[src/rtl/serial_fsub_if.sv]
// Handshake and operand/result bundle for the bit-serial subtractor.
interface serial_fsub_if #(
  parameter int unsigned WIDTH = 2
);
  logic             start;
  logic [WIDTH-1:0] a;
  logic [WIDTH-1:0] b;
  logic             bin;
  logic             busy;
  logic             done;
  logic [WIDTH-1:0] diff;
  logic             bout;

  modport master (
    output start, a, b, bin,
    input  busy, done, diff, bout
  );

  modport slave (
    input  start, a, b, bin,
    output busy, done, diff, bout
  );
endinterface

[src/rtl/serial_fsub.sv]
// Bit-serial subtractor: diff = a - b - bin, one bit per clock, LSB first.
// Result and borrow-out are registered and hold until the next completion.
module serial_fsub #(
  parameter int unsigned WIDTH = 2
) (
  input logic         clk,
  input logic         rst_n,
  serial_fsub_if.slave bus
);

  localparam int unsigned CntW = $clog2(WIDTH + 1);
  localparam logic [CntW-1:0] CntLast = CntW'(WIDTH - 1);

  typedef enum logic {StIdle, StShift} state_e;

  state_e           state_q, state_d;
  logic [WIDTH-1:0] a_sh_q, a_sh_d;
  logic [WIDTH-1:0] b_sh_q, b_sh_d;
  logic             brw_q, brw_d;
  logic [WIDTH-1:0] acc_q, acc_d;
  logic [CntW-1:0]  cnt_q, cnt_d;
  logic             busy_q, busy_d;
  logic             done_q, done_d;
  logic [WIDTH-1:0] diff_q, diff_d;
  logic             bout_q, bout_d;

  logic             d_bit;
  logic             brw_nxt;
  logic [WIDTH-1:0] d_msb;
  logic [WIDTH-1:0] acc_shift;

  // One full-subtractor slice on the current LSBs plus the accumulator shift.
  always_comb begin
    d_bit            = a_sh_q[0] ^ b_sh_q[0] ^ brw_q;
    brw_nxt          = (~a_sh_q[0] & b_sh_q[0]) | (~(a_sh_q[0] ^ b_sh_q[0]) & brw_q);
    d_msb            = '0;
    d_msb[WIDTH-1]   = d_bit;
    // Written as a shift-or so WIDTH=1 needs no zero-width slice.
    acc_shift        = (acc_q >> 1) | d_msb;
  end

  // Next-state and datapath update.
  always_comb begin
    state_d = state_q;
    a_sh_d  = a_sh_q;
    b_sh_d  = b_sh_q;
    brw_d   = brw_q;
    acc_d   = acc_q;
    cnt_d   = cnt_q;
    busy_d  = busy_q;
    done_d  = 1'b0;
    diff_d  = diff_q;
    bout_d  = bout_q;
    unique case (state_q)
      StIdle: begin
        if (bus.start) begin
          a_sh_d  = bus.a;
          b_sh_d  = bus.b;
          brw_d   = bus.bin;
          cnt_d   = '0;
          acc_d   = '0;
          busy_d  = 1'b1;
          state_d = StShift;
        end
      end
      StShift: begin
        a_sh_d = a_sh_q >> 1;
        b_sh_d = b_sh_q >> 1;
        brw_d  = brw_nxt;
        acc_d  = acc_shift;
        cnt_d  = cnt_q + CntW'(1);
        if (cnt_q == CntLast) begin
          diff_d  = acc_shift;
          bout_d  = brw_nxt;
          done_d  = 1'b1;
          busy_d  = 1'b0;
          state_d = StIdle;
        end
      end
      default: state_d = StIdle;
    endcase
  end

  // State register; reset discards any in-flight operation.
  always_ff @(posedge clk or negedge rst_n) begin
    if (!rst_n) begin
      state_q <= StIdle;
      a_sh_q  <= '0;
      b_sh_q  <= '0;
      brw_q   <= 1'b0;
      acc_q   <= '0;
      cnt_q   <= '0;
      busy_q  <= 1'b0;
      done_q  <= 1'b0;
      diff_q  <= '0;
      bout_q  <= 1'b0;
    end else begin
      state_q <= state_d;
      a_sh_q  <= a_sh_d;
      b_sh_q  <= b_sh_d;
      brw_q   <= brw_d;
      acc_q   <= acc_d;
      cnt_q   <= cnt_d;
      busy_q  <= busy_d;
      done_q  <= done_d;
      diff_q  <= diff_d;
      bout_q  <= bout_d;
    end
  end

  assign bus.busy = busy_q;
  assign bus.done = done_q;
  assign bus.diff = diff_q;
  assign bus.bout = bout_q;

endmodule

[src/flat_wrapper.sv]
// flat-port wrapper written by rule: the top's interface ports become plain ports
module serial_fsub_flat 
#(
  parameter int unsigned WIDTH = 2
)
  (clk, rst_n, bus_start, bus_a, bus_b, bus_bin, bus_busy, bus_done, bus_diff, bus_bout);
  serial_fsub_if #(.WIDTH(WIDTH)) bus_i ();
  input logic clk;
  input logic rst_n;
  input wire logic [$bits(bus_i.start)-1:0] bus_start;
  input wire logic [$bits(bus_i.a)-1:0] bus_a;
  input wire logic [$bits(bus_i.b)-1:0] bus_b;
  input wire logic [$bits(bus_i.bin)-1:0] bus_bin;
  output wire logic [$bits(bus_i.busy)-1:0] bus_busy;
  output wire logic [$bits(bus_i.done)-1:0] bus_done;
  output wire logic [$bits(bus_i.diff)-1:0] bus_diff;
  output wire logic [$bits(bus_i.bout)-1:0] bus_bout;
  assign bus_i.start = bus_start;
  assign bus_i.a = bus_a;
  assign bus_i.b = bus_b;
  assign bus_i.bin = bus_bin;
  assign bus_busy = bus_i.busy;
  assign bus_done = bus_i.done;
  assign bus_diff = bus_i.diff;
  assign bus_bout = bus_i.bout;
  serial_fsub #(.WIDTH(WIDTH)) u_core (.clk(clk), .rst_n(rst_n), .bus(bus_i));
endmodule
[config.mk]
export PLATFORM = sky130hd
export DESIGN_NAME = serial_fsub_flat
export DESIGN_NICKNAME = d
export VERILOG_FILES = /design/src/rtl/serial_fsub_if.sv /design/src/rtl/serial_fsub.sv /design/src/flat_wrapper.sv
export SDC_FILE = /design/constraint.sdc
export NUM_CORES = 1
export LEC_CHECK = 0
export ABC_AREA = 1
export BUFFER_PORTS_ARGS = -buffer_cell sky130_fd_sc_hd__buf_2
export CAP_MARGIN = 0
export CORE_AREA = 2 2 39 41
export DETAILED_ROUTE_END_ITERATION = 7
export DIE_AREA = 0 0 41 43
export GPL_ROUTABILITY_DRIVEN = 1
export GPL_TIMING_DRIVEN = 0
export PLACE_DENSITY = 0.67
export REMOVE_ABC_BUFFERS = 1
export SETUP_SLACK_MARGIN = 0.05
export SYNTH_ARGS = -nofsm -noshare
export SYNTH_HDL_FRONTEND = slang
export SYNTH_SLANG_ARGS = --single-unit
export TNS_END_PERCENT = 10
[constraint.sdc]
create_clock -name clk -period 2.2 [get_ports clk]
set_clock_uncertainty 0.1 [all_clocks]
set_input_delay 0.44 -clock clk [delete_from_list [all_inputs] [get_ports clk]]
set_output_delay 0.44 -clock clk [all_outputs]
set_load 0.01 [all_outputs]
==> results of run 1 <==
sequential cells by signal, summed over array words and instances (netlist names):
signal           count
u_core.a_sh_q        2
u_core.b_sh_q        2
u_core.bus.diff      2
u_core.cnt_q         2
u_core.acc_q         1
u_core.brw_q         1
u_core.bus.bout      1
u_core.bus.busy      1
u_core.bus.done      1
u_core.state_q       1
power groups by stage:
stage	registers, mW	logic [mW]	clock network, mW
CTS	0.431	0.305	0.186
global route	0.443	0.351	0.207
finish	0.430	0.296	0.180
global placement	0.430	0.299	0
floorplan	0.445	0.189	0
detailed placement	0.436	0.302	0
cells by family after synthesis:
logic type,count (synthesis)
AO/OA/AOI/OAI,6
flip-flops,14
buffers and inverters,9
AND/OR/NAND/NOR,30
adder cells (fa/ha/maj),2
area by class of cell:
cell class | count | area (um^2)
inverter | 8 | 30.0
sequential | 14 | 350
fill | 136 | 687
multi-input combinational | 38 | 190
timing repair buffer | 13 | 70.1
clock buffer | 4 | 36.3
tap | 16 | 20.0
per-stage QoR:
| stage | setup WS (ps) | power [mW] | utilization [%] | cells | hold WS, ps |
|---|---|---|---|---|---|
| floorplan | 962 | 0.634 | - | 60 | 44.4 |
| global placement | 933 | 0.729 | 47.0 | 88 | 249 |
| detailed placement | 922 | 0.738 | 47.0 | 88 | 252 |
| CTS | 857 | 0.923 | 50.4 | 93 | 299 |
| global route | 819 | 1.00 | 50.4 | 93 | 308 |
| finish | 870 | 0.906 | 50.4 | 93 | 299 |
layout by cell type, fill, tap and decap left out:
| cell | netlist | routed |
|---|---|---|
| clkbuf_4 | 0 | 3 |
| dlygate4sd3_1 | 0 | 1 |
| fa_1 | 1 | 1 |
| nor2_1 | 1 | 1 |
| dfrtp_1 | 14 | 14 |
| inv_1 | 8 | 8 |
| nand2_2 | 1 | 1 |
| o21ai_0 | 5 | 5 |
| buf_2 | 0 | 12 |
| ha_1 | 1 | 1 |
| nand2_1 | 19 | 19 |
| a21oi_1 | 1 | 1 |
| nor2_2 | 1 | 1 |
| clkbuf_8 | 0 | 1 |
| nand3_1 | 8 | 8 |
repair_timing:
action / 4_1_cts / 5_1_grt
hold buffers: 1 / 0
hold endpoints to repair: 14 / 0
buffers inserted: 0 / 0
how the worst max path moves through the flow:
stage,cells after the start,from,end,slack [ps]
6_report,1,u_core.bus.diff[1],bus_diff[1],870
5_1_grt,4,u_core.brw_q,u_core.bus.diff[1],820
4_1_cts,1,u_core.bus.busy,bus_busy,860
3_5_place_dp,4,u_core.brw_q,u_core.bus.diff[1],920
3_3_place_gp,4,u_core.brw_q,u_core.bus.diff[1],930
2_1_floorplan,4,u_core.brw_q,u_core.bus.diff[1],960
per-layer routing:
| metal | GRT usage [%] | wire length [um] | vias to the layer above |
|---|---|---|---|
| met5 | 0 | 0 | - |
| met4 | 8.00 | 0 | 0 |
| met3 | 3.14 | 56 | 0 |
| met2 | 19.1 | 405 | 12 |
| met1 | 20.3 | 475 | 203 |
| li1 | - | - | 224 |
==> results.tsv, run 1 <==
metric	value	unit
placed inst area	651	um^2
r2r setup slk	900	ps
critical path type	reg -> out	
CTS root buf	clkbuf_4	
min-delay src	bus_b[1]	
core area	1380	um^2
setup violators final	0	
Post-Syn Area	582	um^2
Wirelength per Cell	10.1	um
crit path cell chain	buf_2	
post-CTS resize count	0	
Post-Synthesis Cells	61	
top-count cell post-synth	nand2_1	
synthesized area per cell	9.54	um^2
most common library cells after synthesis	nand2_1, dfrtp_1, inv_1, nand3_1, o21ai_0	
EDFF count, synth	0	
FFs w/ async S/R, synth	100	%
worst slew pin tran	333	ps
clock-pin slew on the worst setup and hold paths	80	ps
DRC Markers	0	
#FFs+latches synth	14	
Pins Over Slew Limit	0	
Peak VDD IR	0.000466	V
CP max stage cell	dfrtp_1	
status	complete, no violations	
vias in the first global route	373	
relative slew slack	77.8	%
Seq pwr share	47.5	%
H-Tree Depth	1	
ranking of synthesized cells by area	dfrtp_1, nand2_1, nand3_1	
initial drt markers	10	
vias per cell	4.72	
Chip Height	43	um
Crit Path Max Fanout	2	
post-synth top area share	60.2	%
synth warn	0	
Final Cycle Share	60.4	%
mux cell area share after synthesis	0	%
PwrDens	1300	nW/um^2
Total GRT Usage	14.1	%
Hold Path Class	in -> reg	
largest net degree at the start of global routing	15	
Synth Area in XOR/XNOR	0	%
Initial Utilization	42.0	%
Top delay family on crit path	flip-flops	
CTS tree	done	
Psw	0.323	mW
routed wire length	937	um
Post-DRT Antenna Nets	0	
Die X	41	um
global route total overflow	0	
I/O pins	13	
IO Port Bufs	12	
Seq/Total Area, Yosys	60.2	%
Antenna Cells	0	
Die Footprint	1760	um^2
area leader, netlist	dfrtp_1	
Net Sw Frac	35.7	%
CP Data Arrival Time	790	ps
RR Endpoint	u_core.bus.diff[1]	
Synth cell types	12	
Worst Hold Depth	3	
Finished Cell Area	697	um^2
Period minus WS final	1330	ps
first-pass GRT wire length	1.63	mm
Compound-Gate Fraction of Synth Area	5.16	%
unrepaired setup endpoints after global routing	no	
MaxCap Viol Count	0	
CP peak stage delay	380	ps
initial antenna violation count	0	
post-synthesis adder-cell area fraction	5.59	%
clock latency on the worst-skew pair	270	ps
Min-Delay Endpoint	u_core.b_sh_q[1]	
R2R depth	4	
CP bufs+invs	1	
Crit. End Element	output pin	
Vias	439	
Clock power frac	19.9	%
TritonCTS Sinks	14	
Simple-Gate Fraction of Synth Area	21.9	%
largest family of logic cells by synthesized area	simple AND/OR/NAND/NOR gates	
Setup TNS	0	ps
Rows	14	
leakage	0.379	nW
Final Hold Viols	0	
main flop type after synthesis	dfrtp_1	
layout cells sized above 1	23.4	%
area grow syn2layout	19.8	%
Routability Congestion	0.666	
Internal	0.583	mW
critical path startpoint category	register	
fmax	0.752	GHz
NumNets Final	88	
hpwl dp	674	um
Clock Path Buffers	2	
DRT Pass-1 Iters	3	
Req. time, crit path	1660	ps
reg2reg start	u_core.brw_q	
combinational power share	32.6	%
CTS buffer count	3	
Power figures use the tool's default switching activity.
==> run 2: changes to the inputs <==
==> constraint.sdc (replaced) <==
create_clock -name clk -period 1.3 [get_ports clk]
set_clock_uncertainty 0.1 [all_clocks]
set_input_delay 0.26 -clock clk [delete_from_list [all_inputs] [get_ports clk]]
set_output_delay 0.26 -clock clk [all_outputs]
set_load 0.01 [all_outputs]
==> results.tsv, run 2 (same netlist as run 1, synthesis figures left out) <==
metric	value	unit	change
worst slew pin tran	336	ps	was 333 ps
global route total overflow	0		unchanged
DRC Markers	0		unchanged
critical path startpoint category	register		unchanged
Post-DRT Antenna Nets	0		unchanged
RR Endpoint	u_core.bus.diff[1]		unchanged
NumNets Final	90		was 88
Crit Path Max Fanout	2		unchanged
Antenna Cells	0		unchanged
layout cells sized above 1	27.8	%	was 23.4%
Internal	1.02	mW	was 0.583 mW
CP Data Arrival Time	1380	ps	was 790 ps
I/O pins	13		unchanged
MaxCap Viol Count	0		unchanged
CTS root buf	clkbuf_4		unchanged
Setup TNS	0	ps	unchanged
Worst Hold Depth	3		unchanged
DRT Pass-1 Iters	3		unchanged
Rows	14		unchanged
largest net degree at the start of global routing	15		unchanged
H-Tree Depth	1		unchanged
Placed Cells	88		unchanged
first-pass GRT wire length	1.63	mm	unchanged
TritonCTS Sinks	14		unchanged
area grow syn2layout	22.4	%	was 19.8%
r2r setup slk	30	ps	was 900 ps
Req. time, crit path	1400	ps	was 1660 ps
PwrDens	2230	nW/um^2	was 1300 nW/um^2
Routability Congestion	0.666		unchanged
Initial Utilization	42.0	%	unchanged
Pins Over Slew Limit	0		unchanged
initial antenna violation count	0		unchanged
FF+latch area	350	um^2	unchanged
Finished Cell Area	712	um^2	was 697 um^2
CTS tree	done		unchanged
total power	1.59	mW	was 0.906 mW
Total GRT Usage	14.1	%	unchanged
hpwl dp	674	um	unchanged
CTS buffer count	3		unchanged
Period minus WS final	1270	ps	
Non-Filler Instances	95		was 93
clock latency on the worst-skew pair	270	ps	about the same
Net Sw Frac	35.5	%	was 35.7%
Wirelength per Cell	9.87	um	was 10.1 um
relative slew slack	77.6	%	was 77.8%
most common cell after layout, fill and taps aside	nand2_1		unchanged
min-delay src	bus_b[1]		unchanged
combinational power share	34.8	%	was 32.6%
Vias	440		was 439
vias in the first global route	377		was 373
Seq pwr share	46.0	%	was 47.5%
status	complete, no violations		unchanged
Multi-input gate area	190	um^2	unchanged
most frequent cells in the layout	nand2_1, dfrtp_1, buf_2		unchanged
Die Footprint	1760	um^2	unchanged
routed wire length	938	um	was 937 um
setup violators final	0		unchanged
Final Hold Viols	0		unchanged
Clock power frac	19.2	%	was 19.9%
critical path type	reg -> reg		was reg -> out
vias per cell	4.63		was 4.72
Crit. End Element	register		was output pin
Die X	41	um	unchanged
Min-Delay Endpoint	u_core.b_sh_q[1]		unchanged
Final Cycle Share	98.0	%	
reg2reg start	u_core.b_sh_q[0]		was u_core.brw_q
clock-pin slew on the worst setup and hold paths	80	ps	about the same
Clock Path Buffers	2		unchanged
Hold Path Class	in -> reg		unchanged
R2R depth	4		unchanged
initial drt markers	6		was 10
IO Port Bufs	12		unchanged
Psw	0.564	mW	was 0.323 mW
unrepaired setup endpoints after global routing	yes		was no
Peak VDD IR	0.000793	V	was 0.000466 V
# fillers	133		was 136
leakage	0.389	nW	was 0.379 nW
core area	1380	um^2	unchanged
Chip Height	43	um	unchanged
fmax	0.785	GHz	
crit path launch	u_core.b_sh_q[0]		was u_core.bus.diff[1]
placed inst area	651	um^2	unchanged
## run 2: worst max-delay path: stages, from the launching register on
cell     delay [ps]
dfrtp_1         380
inv_2            50
fa_1            520
inv_1            50
o21ai_1         120
## run 2: area by class of cell
type / count / share of cell area [%]
clock buffer: 4 / 5.10
inverter: 8 / 4.22
multi-input combinational: 38 / 26.7
sequential: 14 / 49.2
tap: 16 / 2.81
timing repair buffer: 15 / 12.0
## run 2: worst max path at each step
stage	end	slack [ps]
global route	u_core.bus.diff[1]	-8
floorplan	u_core.bus.diff[1]	60
CTS	u_core.acc_q[1]	40
global placement	u_core.bus.diff[1]	30
finish	u_core.bus.diff[1]	30
detailed placement	u_core.bus.diff[1]	20
## run 2: repair_timing
item	4_1_cts	5_1_grt
buffers inserted	1	1
resized for setup	3	1
endpoints found under the hold margin	14	0
hold buffers	1	0
pin swaps	1	2
setup endpoints to repair	2	4
## run 2: metrics by stage
step	setup WS [ps]	util, %	hold WS [ps]
6_report	26.0	51.4	121
5_1_grt	-7.52	51.4	128
4_1_cts	42.7	50.9	119
3_5_place_dp	21.9	47.0	71.8
3_3_place_gp	32.7	47.0	69.1
2_1_floorplan	62.3	-	-136
## run 2: power groups by stage
stage	Combinational, mW	Clock (mW)	Sequential (mW)
after floorplan	0.319	0	0.753
after global placement	0.505	0	0.728
after detailed placement	0.512	0	0.738
after CTS	0.550	0.316	0.732
after global routing	0.645	0.351	0.751
final	0.552	0.304	0.730
## run 2: per-layer routing
| metal | up-vias | wire length (um) | track usage [%] |
|---|---|---|---|
| met1 | 201 | 471 | 20.3 |
| met2 | 12 | 410 | 19.1 |
| met3 | 0 | 56 | 3.14 |
| li1 | 227 | - | - |
| met5 | - | 0 | 0 |
| met4 | 0 | 0 | 8.00 |
==> run 3: changes to the inputs <==
--- a/config.mk
+++ b/config.mk
@@ -13,7 +13,8 @@
 export DIE_AREA = 0 0 41 43
 export GPL_ROUTABILITY_DRIVEN = 1
 export GPL_TIMING_DRIVEN = 0
-export PLACE_DENSITY = 0.67
+export PLACE_DENSITY_LB_ADDON = 0.08
+export RECOVER_POWER = 100
 export REMOVE_ABC_BUFFERS = 1
 export SETUP_SLACK_MARGIN = 0.05
 export SYNTH_ARGS = -nofsm -noshare
==> results.tsv, run 3 (same netlist as run 1, synthesis figures left out) <==
metric	value	unit	change
crit path launch	u_core.b_sh_q[0]		unchanged
area grow syn2layout	15.9	%	was 22.4%
Crit. End Element	register		unchanged
Chip Height	43	um	unchanged
largest net degree at the start of global routing	15		unchanged
Clock Path Buffers	2		unchanged
Final Cycle Share	96.2	%	was 98.0%
unrepaired setup endpoints after global routing	yes		unchanged
CTS tree	done		unchanged
status	complete, no violations		unchanged
pre-CTS setup slack	17.8	ps	was 21.9 ps
Worst Setup EP	u_core.acc_q[1]		was u_core.bus.diff[1]
hpwl dp	694	um	was 674 um
clock-pin slew on the worst setup and hold paths	80	ps	about the same
CTS root buf	clkbuf_4		unchanged
Vias	433		was 440
reg2reg start	u_core.b_sh_q[0]		unchanged
leakage	0.354	nW	was 0.389 nW
core area	1380	um^2	unchanged
layout cells sized above 1	17.1	%	was 27.8%
most common cell after layout, fill and taps aside	nand2_1		unchanged
RR Endpoint	u_core.acc_q[1]		was u_core.bus.diff[1]
Req. time, crit path	1410	ps	was 1400 ps
setup violators final	0		unchanged
initial drt markers	14		was 6
Post-CTS Setup Inserts	0		was 1
vias per cell	4.71		was 4.63
first-pass GRT wire length	1.88	mm	was 1.63 mm
Setup WS post-layout	49.7	ps	was 26.0 ps
vias in the first global route	437		was 377
Crit Path Max Fanout	2		unchanged
Hold Path Class	in -> reg		unchanged
relative slew slack	76.1	%	was 77.6%
Period minus WS final	1250	ps	was 1270 ps
NumNets Final	88		was 90
worst slew pin tran	357	ps	was 336 ps
routed wire length	1.02	mm	was 938 um
H-Tree Depth	1		unchanged
critical path type	reg -> reg		unchanged
Antenna Cells	0		unchanged
Routability Congestion	0.680		was 0.666
CP Data Arrival Time	1360	ps	was 1380 ps
IO Port Bufs	12		unchanged
initial antenna violation count	0		unchanged
critical path startpoint category	register		unchanged
Die Footprint	1760	um^2	unchanged
CP peak stage delay	520	ps	about the same
Setup TNS	0	ps	unchanged
Die X	41	um	unchanged
fmax	0.800	GHz	was 0.785 GHz
DRT Pass-1 Iters	4		was 3
Wirelength per Cell	11.1	um	was 9.87 um
TritonCTS Sinks	14		unchanged
Final Hold Viols	0		unchanged
r2r setup slk	50	ps	was 30 ps
CP max stage cell	fa_1		unchanged
Rows	14		unchanged
crit path cell chain	inv_2 -> fa_1 -> inv_1 -> o21ai_1		unchanged
PwrDens	2170	nW/um^2	was 2230 nW/um^2
Non-Filler Instances	92		was 95
Pins Over Slew Limit	0		unchanged
Post-DRT Antenna Nets	0		unchanged
clock latency on the worst-skew pair	280	ps	was 270 ps
DRC Markers	0		unchanged
Placed Cells	88		unchanged
I/O pins	13		unchanged
MaxCap Viol Count	0		unchanged
Total GRT Usage	16.1	%	was 14.1%
global route total overflow	0		unchanged
R2R depth	4		unchanged
CTS buffer count	3		unchanged
most frequent cells in the layout	nand2_1, dfrtp_1, nand3_1		was nand2_1, dfrtp_1, buf_2
Peak VDD IR	0.000692	V	was 0.000793 V
Initial Utilization	42.0	%	unchanged
Worst Hold Margin	115	ps	was 121 ps
run 3: cell types whose count changed in the layout (fill, tap and decap cells not counted):
cell | before | now
nand2_2 | 1 | 0
nand2_1 | 19 | 20
clkbuf_2 | 0 | 1
buf_4 | 2 | 0
buf_2 | 12 | 6
clkbuf_1 | 0 | 5
clkbuf_8 | 1 | 0
run 3: worst min path at each step:
| stage | from | to | slack [ps] | depth (start not counted) |
|---|---|---|---|---|
| 6_report | bus_a[1] | u_core.a_sh_q[1] | 110 | 3 |
| 5_1_grt | bus_a[1] | u_core.a_sh_q[1] | 140 | 3 |
| 4_1_cts | bus_a[1] | u_core.a_sh_q[1] | 120 | 3 |
| 3_5_place_dp | rst_n | u_core.bus.bout | 80 | 1 |
| 3_3_place_gp | rst_n | u_core.bus.bout | 80 | 1 |
| 2_1_floorplan | rst_n | u_core.a_sh_q[0] | -140 | 0 |
run 3: final cells by class:
class / count / area [um^2]
clock buffer: 3 / 22.5
fill: 150 / 709
inverter: 8 / 30.0
multi-input combinational: 38 / 188
sequential: 14 / 350
tap: 16 / 20.0
timing repair buffer: 13 / 63.8
run 3: per-layer routing:
| metal | up-vias | global-route usage [%] | part of all wire (%) |
|---|---|---|---|
| met3 | 2 | 3.14 | 4.6 |
| met1 | 199 | 21.8 | 50 |
| li1 | 220 | - | - |
| met2 | 12 | 22.8 | 43 |
| met4 | 0 | 10.0 | 2.1 |
| met5 | - | 0 | 0 |
run 3: worst max-delay path: cells and delay by family (launching register included):
| kind | cells | cell delay, ps |
|---|---|---|
| compound gates | 1 | 100 |
| fa+ha+maj | 1 | 520 |
| buf+inv | 2 | 100 |
| flops | 1 | 360 |
run 3: power by group:
group,internal [mW],switching (mW)
combinational,0.181,0.318
clock,0.107,0.132
sequential,0.618,0.110
run 3: what timing repair did:
action / CTS / global route
endpoints found under the hold margin: 14 / 0
resized for setup: 4 / 0
pin swaps: 2 / 0
hold buffers: 1 / 0
setup endpoints to repair: 2 / 2
cloned: 0 / 0
run 3: stage by stage:
step	area (um^2)	util, %	power (mW)
3_3_place_gp	651	47.0	1.25
6_report	674	48.7	1.47
2_1_floorplan	571	-	1.07
3_5_place_dp	651	47.0	1.25
5_1_grt	674	48.7	1.62
4_1_cts	683	49.4	1.52
